## src/rtl/centroid_pkg.sv

```systemverilog
`default_nettype none
// ============================================================================
// Module      : centroid_pkg
// Description : Shared types and constants for the centroid tracker: the
//               tracker FSM state encoding, default widths and the fixed
//               tabulate-to-result latency.
// Revision    : 1.0 - initial release
// ============================================================================
package centroid_pkg;

  localparam int DEF_H_WIDTH   = 11;
  localparam int DEF_V_WIDTH   = 10;
  localparam int DEF_CNT_WIDTH = 20;
  localparam int DEF_SUM_WIDTH = 32;

  // One cycle to load the dividers, SUM_WIDTH iterations, one cycle in DONE.
  localparam int DIV_LATENCY = DEF_SUM_WIDTH + 2;

  typedef enum logic [1:0] {
    ACCUM  = 2'd0,
    DIVIDE = 2'd1,
    DONE   = 2'd2
  } state_t;

endpackage : centroid_pkg
`default_nettype wire

```

## src/rtl/centroid_tracker_iter_divider.sv

```systemverilog
`default_nettype none
// ============================================================================
// Module      : iter_divider
// Description : Unsigned restoring divider, one quotient bit per cycle.
//               start_in loads the operands; WIDTH cycles later done_out
//               pulses for one cycle with quotient/remainder valid.
// Ports       : clk_in, rst_in (async, active-high)
//               start_in              - load operands and begin
//               dividend_in/divisor_in - operands (divisor must be nonzero)
//               quotient_out/remainder_out - results, valid from done_out
//               busy_out              - iterations in progress
//               done_out              - single-cycle completion pulse
// Revision    : 1.0 - initial release
// ============================================================================
module iter_divider #(
  parameter int WIDTH = 32
) (
  input  logic             clk_in,
  input  logic             rst_in,
  input  logic             start_in,
  input  logic [WIDTH-1:0] dividend_in,
  input  logic [WIDTH-1:0] divisor_in,
  output logic [WIDTH-1:0] quotient_out,
  output logic [WIDTH-1:0] remainder_out,
  output logic             busy_out,
  output logic             done_out
);

  localparam int CW = $clog2(WIDTH + 1);

  logic [WIDTH-1:0] r_quot;
  logic [WIDTH-1:0] r_rem;
  logic [WIDTH-1:0] r_div;
  logic [CW-1:0]    r_cnt;
  logic             r_busy;
  logic             r_done;

  // r_quot doubles as the dividend shift register: its MSB is shifted into
  // the partial remainder while the new quotient bit enters at the LSB.
  logic [WIDTH:0]   w_trial;
  logic             w_ge;
  logic [WIDTH-1:0] w_diff;

  assign w_trial = {r_rem, r_quot[WIDTH-1]};
  assign w_ge    = (w_trial >= {1'b0, r_div});
  // The difference is below the divisor whenever it is used, so the low
  // WIDTH bits are exact.
  assign w_diff  = w_trial[WIDTH-1:0] - r_div;

  always_ff @(posedge clk_in or posedge rst_in) begin
    if (rst_in) begin
      r_quot <= '0;
      r_rem  <= '0;
      r_div  <= '0;
      r_cnt  <= '0;
      r_busy <= 1'b0;
      r_done <= 1'b0;
    end else begin
      r_done <= 1'b0;
      if (start_in) begin
        r_quot <= dividend_in;
        r_rem  <= '0;
        r_div  <= divisor_in;
        r_cnt  <= CW'(WIDTH);
        r_busy <= 1'b1;
      end else if (r_busy) begin
        r_rem  <= w_ge ? w_diff : w_trial[WIDTH-1:0];
        r_quot <= {r_quot[WIDTH-2:0], w_ge};
        r_cnt  <= r_cnt - CW'(1);
        if (r_cnt == CW'(1)) begin
          r_busy <= 1'b0;
          r_done <= 1'b1;
        end
      end
    end
  end

  assign quotient_out  = r_quot;
  assign remainder_out = r_rem;
  assign busy_out      = r_busy;
  assign done_out      = r_done;

endmodule : iter_divider
`default_nettype wire

```

## src/rtl/centroid_tracker.sv

```systemverilog
`default_nettype none
// ============================================================================
// Module      : centroid_tracker
// Description : Accumulates x/y of masked pixels over a frame; on the
//               frame-end strobe divides both sums by the pixel count and
//               emits one floor-rounded centroid with a single-cycle valid.
// Ports       : clk_in, rst_in (async, active-high)
//               hcount_in/vcount_in - pixel coordinates
//               valid_in, mask_in   - pixel qualifier / target membership
//               tabulate_in         - frame-end strobe
//               x_out/y_out         - centroid, held between updates
//               valid_out           - one-cycle update pulse
//               busy_out            - high while dividing
// Revision    : 1.0 - initial release
// ============================================================================
module centroid_tracker
  import centroid_pkg::*;
#(
  parameter int H_WIDTH   = DEF_H_WIDTH,
  parameter int V_WIDTH   = DEF_V_WIDTH,
  parameter int CNT_WIDTH = DEF_CNT_WIDTH,
  parameter int SUM_WIDTH = DEF_SUM_WIDTH
) (
  input  logic               clk_in,
  input  logic               rst_in,
  input  logic [H_WIDTH-1:0] hcount_in,
  input  logic [V_WIDTH-1:0] vcount_in,
  input  logic               valid_in,
  input  logic               mask_in,
  input  logic               tabulate_in,
  output logic [H_WIDTH-1:0] x_out,
  output logic [V_WIDTH-1:0] y_out,
  output logic               valid_out,
  output logic               busy_out
);

  state_t r_state;
  state_t w_state_nxt;

  logic [SUM_WIDTH-1:0] r_sum_x;
  logic [SUM_WIDTH-1:0] r_sum_y;
  logic [CNT_WIDTH-1:0] r_cnt;
  logic [H_WIDTH-1:0]   r_x;
  logic [V_WIDTH-1:0]   r_y;
  logic                 r_valid;

  logic                 w_pix;
  logic [SUM_WIDTH-1:0] w_sum_x_nxt;
  logic [SUM_WIDTH-1:0] w_sum_y_nxt;
  logic [CNT_WIDTH-1:0] w_cnt_nxt;
  logic                 w_accept;
  logic                 w_div_done;

  logic [SUM_WIDTH-1:0] w_quot_x;
  logic [SUM_WIDTH-1:0] w_quot_y;
  logic [SUM_WIDTH-1:0] w_rem_x;
  logic [SUM_WIDTH-1:0] w_rem_y;
  logic                 w_busy_x;
  logic                 w_busy_y;
  logic                 w_done_x;
  logic                 w_done_y;
  logic                 w_unused;

  // A saturated count drops the pixel entirely, which keeps the sums
  // bounded by (2^CNT_WIDTH - 1) * max coordinate.
  assign w_pix       = valid_in & mask_in & ~(&r_cnt);
  assign w_sum_x_nxt = r_sum_x + (w_pix ? SUM_WIDTH'(hcount_in) : '0);
  assign w_sum_y_nxt = r_sum_y + (w_pix ? SUM_WIDTH'(vcount_in) : '0);
  assign w_cnt_nxt   = r_cnt + CNT_WIDTH'(w_pix);

  // The count test includes a same-cycle pixel so it closes with its frame.
  assign w_accept    = (r_state == ACCUM) & tabulate_in & (w_cnt_nxt != '0);
  assign w_div_done  = w_done_x & w_done_y;

  always_ff @(posedge clk_in or posedge rst_in) begin
    if (rst_in) begin
      r_sum_x <= '0;
      r_sum_y <= '0;
      r_cnt   <= '0;
    end else if (w_accept) begin
      r_sum_x <= '0;
      r_sum_y <= '0;
      r_cnt   <= '0;
    end else begin
      r_sum_x <= w_sum_x_nxt;
      r_sum_y <= w_sum_y_nxt;
      r_cnt   <= w_cnt_nxt;
    end
  end

  iter_divider #(.WIDTH(SUM_WIDTH)) u_div_x (
    .clk_in       (clk_in),
    .rst_in       (rst_in),
    .start_in     (w_accept),
    .dividend_in  (w_sum_x_nxt),
    .divisor_in   (SUM_WIDTH'(w_cnt_nxt)),
    .quotient_out (w_quot_x),
    .remainder_out(w_rem_x),
    .busy_out     (w_busy_x),
    .done_out     (w_done_x)
  );

  iter_divider #(.WIDTH(SUM_WIDTH)) u_div_y (
    .clk_in       (clk_in),
    .rst_in       (rst_in),
    .start_in     (w_accept),
    .dividend_in  (w_sum_y_nxt),
    .divisor_in   (SUM_WIDTH'(w_cnt_nxt)),
    .quotient_out (w_quot_y),
    .remainder_out(w_rem_y),
    .busy_out     (w_busy_y),
    .done_out     (w_done_y)
  );

  always_ff @(posedge clk_in or posedge rst_in) begin
    if (rst_in) begin
      r_state <= ACCUM;
    end else begin
      r_state <= w_state_nxt;
    end
  end

  always_comb begin
    w_state_nxt = r_state;
    case (r_state)
      ACCUM:   if (w_accept) w_state_nxt = DIVIDE;
      DIVIDE:  if (w_div_done) w_state_nxt = DONE;
      DONE:    w_state_nxt = ACCUM;
      default: w_state_nxt = ACCUM;
    endcase
  end

  // Results are captured on the DIVIDE->DONE edge so that x/y and the
  // valid pulse are all presented during the DONE cycle.
  always_ff @(posedge clk_in or posedge rst_in) begin
    if (rst_in) begin
      r_x     <= '0;
      r_y     <= '0;
      r_valid <= 1'b0;
    end else begin
      r_valid <= 1'b0;
      if ((r_state == DIVIDE) && w_div_done) begin
        r_x     <= w_quot_x[H_WIDTH-1:0];
        r_y     <= w_quot_y[V_WIDTH-1:0];
        r_valid <= 1'b1;
      end
    end
  end

  // Upper quotient bits are zero because a mean never exceeds the largest
  // coordinate; remainders and per-divider busy flags are not needed here.
  assign w_unused = ^{w_quot_x[SUM_WIDTH-1:H_WIDTH], w_quot_y[SUM_WIDTH-1:V_WIDTH],
                      w_rem_x, w_rem_y, w_busy_x, w_busy_y};

  assign x_out     = r_x;
  assign y_out     = r_y;
  assign valid_out = r_valid;
  assign busy_out  = (r_state == DIVIDE);

endmodule : centroid_tracker
`default_nettype wire

```

## config.mk

```make
export PLATFORM = sky130hd
export DESIGN_NAME = centroid_tracker
export DESIGN_NICKNAME = d
export VERILOG_FILES = /design/src/rtl/centroid_pkg.sv /design/src/rtl/centroid_tracker_iter_divider.sv /design/src/rtl/centroid_tracker.sv
export SDC_FILE = /design/constraint.sdc
export NUM_CORES = 1
export LEC_CHECK = 0
export BUFFER_PORTS_ARGS = -buffer_cell sky130_fd_sc_hd__buf_2
export CAP_MARGIN = 25
export CORE_MARGIN = 10
export CORE_UTILIZATION = 25
export CTS_BUF_LIST = sky130_fd_sc_hd__clkbuf_16
export DETAILED_ROUTE_END_ITERATION = 8
export PLACE_DENSITY = 0.38
export SYNTH_ARGS = -nofsm -noshare
export SYNTH_HDL_FRONTEND = slang
export SYNTH_SLANG_ARGS = --single-unit
```

## constraint.sdc

```tcl
create_clock -name clk_in -period 10.4 [get_ports clk_in]
set_clock_uncertainty 0.15 [all_clocks]
set_input_delay 1.04 -clock clk_in [delete_from_list [all_inputs] [get_ports clk_in]]
set_output_delay 1.04 -clock clk_in [all_outputs]
set_load 0.05 [all_outputs]
```

After elaboration in Yosys (flattened, before gate mapping)
Cells that the tools add are included.
{"block": "word_totals", "in_bits": 26, "ff_bits": 272, "word_cells": 80, "out_inout_bits": 23}
{"block": "classes", "magnitude_cmp": 2, "n_bitwise": 6, "eq_ne": 5, "reduce_logical": 7, "addsub": 7, "n_mux": 35}
{"op": "32-bit 2-to-1 mux", "count": 12}
{"op": "33-bit by 20-bit >= comparator with 1-bit output", "count": 2}
{"op": "32-bit by 20-bit subtractor with 32-bit output", "count": 2}
{"op": "32-bit by 10-bit adder with 32-bit output", "count": 1}
{"op": "32-bit by 11-bit adder with 32-bit output", "count": 1}
{"op": "6-bit 2-to-1 mux", "count": 4}
{"op": "20-bit by 1-bit adder with 20-bit output", "count": 1}
{"op": "20-bit 2-to-1 mux", "count": 1}
{"op": "20-bit AND reduction", "count": 1}
{"op": "20-bit nonzero test", "count": 1}
{"op": "1-bit 2-to-1 mux", "count": 13}
{"op": "6-bit by 1-bit == test with 1-bit output, second input constant", "count": 2}
{"op": "6-bit by 1-bit subtractor with 6-bit output, second input constant", "count": 2}
{"op": "11-bit 2-to-1 mux", "count": 1}
{"op": "10-bit 2-to-1 mux", "count": 1}
{"op": "1-bit bitwise AND", "count": 5}
{"op": "2-bit 2-to-1 mux", "count": 2}
{"op": "2-bit by 1-bit inequality test with 1-bit output, second input constant", "count": 2}
{"op": "2-bit one-hot mux with 2 select lines", "count": 1}
{"op": "2-bit nonzero test", "count": 2}
{"op": "2-bit by 1-bit == test with 1-bit output, second input constant", "count": 1}
{"op": "2-bit logical NOT", "count": 1}
{"op": "2-bit AND reduction", "count": 1}
{"op": "1-bit logical AND", "count": 1}
{"op": "1-bit inverter", "count": 1}

Depth between registers and ports, before layout
{"block": "depth", "depth_word": 8, "ltp_mapped": 17, "mapped_depth_nobuf": 15}

Modules after synthesis
Synthesis repeated with hierarchy kept, for this count alone.
{"block": "unflattened", "cells_unflattened": 2076, "area_unflattened_um2": 18923.1}
{"module": "iter_divider", "seq_area_each_um2": 2602.5, "area_each_um2": 6363.6, "cells_each": 717, "instances": 2}
{"module": "centroid_tracker", "seq_area_each_um2": 2702.6, "area_each_um2": 6195.9, "cells_each": 642, "instances": 1}

Least setup slack after synthesis
No wires, ideal clock.
{"block": "synth_path", "path_kind": "reg2reg", "startpoint": "register r_cnt[8]", "endpoint": "register u_div_x.r_quot[22], in the netlist u_div_x.quotient_out[22]", "arrival_ps": 3776, "setup_slack_ps": 6337, "stages_incl_launch_ff": 17, "period_less_slack_ps": 4063, "t_required_ps": 10113, "path_buffers": 1, "setup_ps": 137, "cell_sequence": "dfrtp_1 and4_1 nand4_1 nor4_1 nor2_1 clkbuf_1 and2_1 ha_1 fa_1 a211oi_1 o21ai_1 a311oi_1 nor2b_1 o21ai_1 nor3_1 xnor2_1 a21oi_1"}
{"block": "synth_between", "elab_chain_cells": 7, "word_cells_on_any_way": 10, "classes_between": "add/sub: 2; mux: 2; bitwise: 3; reduce/logical: 3"}
{"item": "start: declaration", "line_no": "centroid_tracker.sv:42", "source": "logic [CNT_WIDTH-1:0] r_cnt;"}
{"item": "start signal: assignment", "line_no": "centroid_tracker.sv:87", "source": "r_cnt <= w_cnt_nxt;"}
{"item": "20-bit AND reduction", "line_no": "centroid_tracker.sv:66", "source": "assign w_pix = valid_in & mask_in & ~(&r_cnt);"}
{"item": "1-bit inverter", "line_no": "centroid_tracker.sv:66"}
{"item": "1-bit bitwise AND", "line_no": "centroid_tracker.sv:66"}
{"item": "20-bit by 1-bit adder with 20-bit output", "line_no": "centroid_tracker.sv:69", "source": "assign w_cnt_nxt = r_cnt + CNT_WIDTH'(w_pix);"}
{"item": "20-bit nonzero test", "line_no": "centroid_tracker.sv:72", "source": "assign w_accept = (r_state == ACCUM) & tabulate_in & (w_cnt_nxt != '0);"}
{"item": "1-bit bitwise AND", "line_no": "centroid_tracker.sv:72"}
{"item": "32-bit 2-to-1 mux / 2-bit nonzero test (equally long branches)"}
{"item": "end signal: assignment", "line_no": "centroid_tracker_iter_divider.sv:61", "source": "r_quot <= dividend_in;"}
{"item": "end signal: assignment", "line_no": "centroid_tracker_iter_divider.sv:68", "source": "r_quot <= {r_quot[WIDTH-2:0], w_ge};"}
{"item": "end: declaration", "line_no": "centroid_tracker_iter_divider.sv:31", "source": "logic [WIDTH-1:0] r_quot;"}
Several ways; a longest one is shown, not always the timed one.
A chain may end at the register's enable or synchronous reset.

Final worst setup path
{"block": "layout_path", "startpoint": "register r_cnt[7]", "endpoint": "register u_div_x.r_quot[27], in the netlist u_div_x.quotient_out[27]"}
Same word-level chain as after synthesis.

==> out/qor.tcl <==
set qor(status) {completed}
set qor(io_buffers) 48
set qor(synth.area.top_cells) {dfrtp_1, nor2_1, ha_1}
set qor(drt_iter0_markers) 661
set qor(most_used_dff_post_synth) {dfrtp_1}
set qor(route.detailed.drc) 0
set qor(mean_instance_size_in_the_synthesized_netlist_um2) 9.06
set qor(classification_of_the_worst_slack_hold_path) {reg -> reg}
set qor(startpoint_type) {register}
set qor(post_synth_and_or_nand_nor_area_fraction_pct) 21.9
set qor(gr-total-overflow) 0
set qor(grt_pass1_wl_um) 67900
set qor(yosys_warnings) 0
set qor(floorplan.initialDensity_pct) 25.1
set qor(critical_path.endpoint_type) {register}
set qor(floorplan.rows) 92
set qor(layout_worst_path_cycle_share_pct) 50.9
set qor(main_combinational_cell_family_by_area_after_synthesis) {simple AND/OR/NAND/NOR gates}
set qor(route.layer.met1.wl_um) 20500
set qor(post-route-min-period_ns) 5.29
set qor(postCtsSetupRepairBufs) 0
set qor(number_of_antenna_violations_at_the_first_check_in_global_routing) 2
set qor(die_width_um) 271
set qor(cap_viol_max_count) 0
set qor(numCtsBuffers) 35
set qor(wl_per_cell_um) 15.6
set qor(yosysTopAreaCell) {dfrtp_1}
set qor(highest_layer) {met5}
set qor(drive_gt1_share_pct) 8.42
set qor(met2_length_um) 18200
set qor(numClockSinks) 272
set qor(hold_viol) 0
set qor(max_freq_mhz) 189
set qor(cts.path.max_buffers) 3
set qor(crit_fanout) 182
set qor(tritoncts) {built}
set qor(rsz0062_at_grt) {no}
set qor(timing.setup.critical_path_class) {reg -> reg}
set qor(synth_top_cell_area_share_pct) 43.1
set qor(routed_wirelength_um) 40900
set qor(tns_ns) 0
set qor(synth.lib_cells_used.distinct) 80
set qor(met3_wirelength_um) 1230
set qor(detailed_place_hpwl_um) 27300
set qor(tightestPinTransition_ns) 0.993
set qor(multiplexer_area_fraction_after_synthesis_pct) 1.23
set qor(yosysSeqAreaShare_pct) 43.1
set qor(layout.core_utilization_pct) 28.6
set qor(synth-async-reset-ratio_pct) 100
set qor(critPathRequiredTime_ns) 10.64
set qor(largest_net_degree_at_the_start_of_global_routing) 183
set qor(layout.cells.most_common) {dfrtp_1}
set qor(globalplace.congestion) 0.784
set qor(syn_nets) 1839
set qor(antenna_left) 0
set qor(grt.total_usage_pct) 11.1
set qor(number_of_global_route_vias_before_repair) 12308
set qor(hold_buffers) 0
set qor(ir_worst_vdd_mv) 0.125
set qor(fp.dieH_um) 271
set qor(clk_latency_ns) 0.55
set qor(syn-cell-area_mm2) 0.0158
set qor(finalNetCount) 1841
set qor(design.portCount) 49
set qor(coreArea_mm2) 0.0629
set qor(report.final.slew_viol_count) 0
set qor(timing.slew.headroom_pct) 33.8
set qor(die_area_mm2) 0.0736
set qor(firstDrtPassIters) 5
set qor(synth_edf_count) 0
set qor(number_of_vias_per_cell) 4.69
set qor(clk_transition_reported_paths_ns) 0.06
set qor(synth_compound_gate_area_share_pct) 17.1
set qor(final_cell_mix) {dfrtp_1, nor2_1, nand2_1, a21oi_1, a211oi_1}
set qor(power.density_mw_per_mm2) 337
set qor(syn-instance-count) 1742
set qor(htreeDepth) 2
set qor(synth-adder-area-share_pct) 5.82
set qor(antenna_cells) 0
set qor(report.final.setup_viol) 0
set qor(routed-via-count) 12256
set qor(clockRootBuffer) {clkbuf_16}
set qor(num-fill-cells) 6772
set qor(total_of_flip_flops_plus_latches_after_synthesis) 272
set qor(area_growth_syn_to_layout_pct) 13.7
set qor(synth-xor-area-share_pct) 7.16
set qor(cts_repair_resize_count) 0
set qor(cp_data_arrival_time_ns) 5.53
set qor(static_power_due_to_leakage_nw) 7.66
==> cell usage after synthesis, drive strengths merged, types with 3 or more instances <==
library cell	instances
dfrtp	272
nor2	238
nand2	173
a21oi	137
a211oi	102
nor2b	85
xnor2	79
ha	67
clkbuf	55
xor2	50
buf	42
inv	42
o21ai	40
nor3	36
nand3	34
a311oi	28
and2	23
a21o	20
nor4	20
and3	16
mux2i	16
nand4	16
o21a	13
and4	11
nand2b	11
a31oi	10
nor3b	10
nor4b	7
o21bai	7
o31ai	7
or2	7
or4	7
a31o	6
o211ai	6
or3	6
a21boi	4
fa	4
mux2	3
o31a	3
==> cell type report <==
type,count,area (um2),area share (%)
clock buffers,36,901,5.02
clock inverters,26,194,1.08
well taps,846,1060,5.90
repair buffers,62,398,2.22
inverters,42,165,0.920
multi-input cells,1331,8420,46.9
flip-flops and latches,272,6810,38.0
==> cells by family after synthesis <==
| group | count (synthesis) |
|---|---|
| mux | 19 |
| xor+xnor | 129 |
| simple gates | 710 |
| flops | 272 |
| compound gates | 402 |
| fa+ha+maj | 71 |
| buf+inv | 139 |
==> per-layer routing <==
metal / vias up / GRT usage (%)
met5: - / 0
met4: 2 / 3.48
met3: 60 / 1.90
met2: 129 / 17.3
met1: 5899 / 15.3
li1: 6166 / -
==> worst paths after layout <==
kind                                      start                                    to  slack [ns]  depth (start not counted)
max in group asynchronous                rst_in                    r_cnt[1]$_DFF_PP0_        7.68                          4
min reg2reg                x_out[0]$_DFFE_PP0P_                  x_out[0]$_DFFE_PP0P_        0.32                          2
max reg2reg                  r_cnt[7]$_DFF_PP0_  u_div_x.quotient_out[27]$_DFFE_PP0P_        5.11                         17
min                        x_out[0]$_DFFE_PP0P_                  x_out[0]$_DFFE_PP0P_        0.32                          2
min in group asynchronous                rst_in   u_div_x.quotient_out[7]$_DFFE_PP0P_        0.45                          2
max                          r_cnt[7]$_DFF_PP0_  u_div_x.quotient_out[27]$_DFFE_PP0P_        5.11                         17
==> critical path, cell delays in order, from the launching register on <==
cell and delay (ns):
dfrtp_1 0.44, and4_1 0.30, nand4_1 0.21, nor4_1 0.48
nor2_2 0.04, buf_4 0.22, ha_1 0.25, ha_1 0.26
and4_1 0.21, nand2_1 0.11, xor2_1 0.26, a32oi_1 0.09
nor4b_1 0.55, a41oi_4 0.16, buf_4 0.39, buf_12 0.41
a211oi_1 0.35, a21oi_1 0.07
==> stage by stage <==
stage	hold WS (ns)	std cells	setup WS (ns)	power [W]	cell area [um2]
after floorplan	0.303	1742	1.71	0.00423	15800
after global placement	0.306	2551	5.03	0.00489	16800
after detailed placement	0.307	2551	4.95	0.00490	16800
after CTS	0.324	2613	5.04	0.00615	17900
after global routing	0.344	2615	4.60	0.00664	18000
final	0.319	2615	5.11	0.00605	18000
==> registers in the layout, summed over array words and instances, names as in the netlist, 2 cells and up <==
| name | count |
|---|---|
| r_cnt | 20 |
| u_div_y.remainder_out | 32 |
| u_div_y.r_cnt | 6 |
| u_div_x.quotient_out | 32 |
| x_out | 11 |
| r_state | 2 |
| u_div_y.quotient_out | 32 |
| r_sum_y | 32 |
| u_div_x.r_cnt | 6 |
| u_div_x.remainder_out | 32 |
| r_sum_x | 32 |
| y_out | 10 |
| u_div_x.r_div | 20 |
==> power by group <==
group          switching, W  internal, W
sequential         0.000348      0.00148
clock              0.000498     0.000681
combinational       0.00171      0.00134
(Power assumes the default switching activity.)
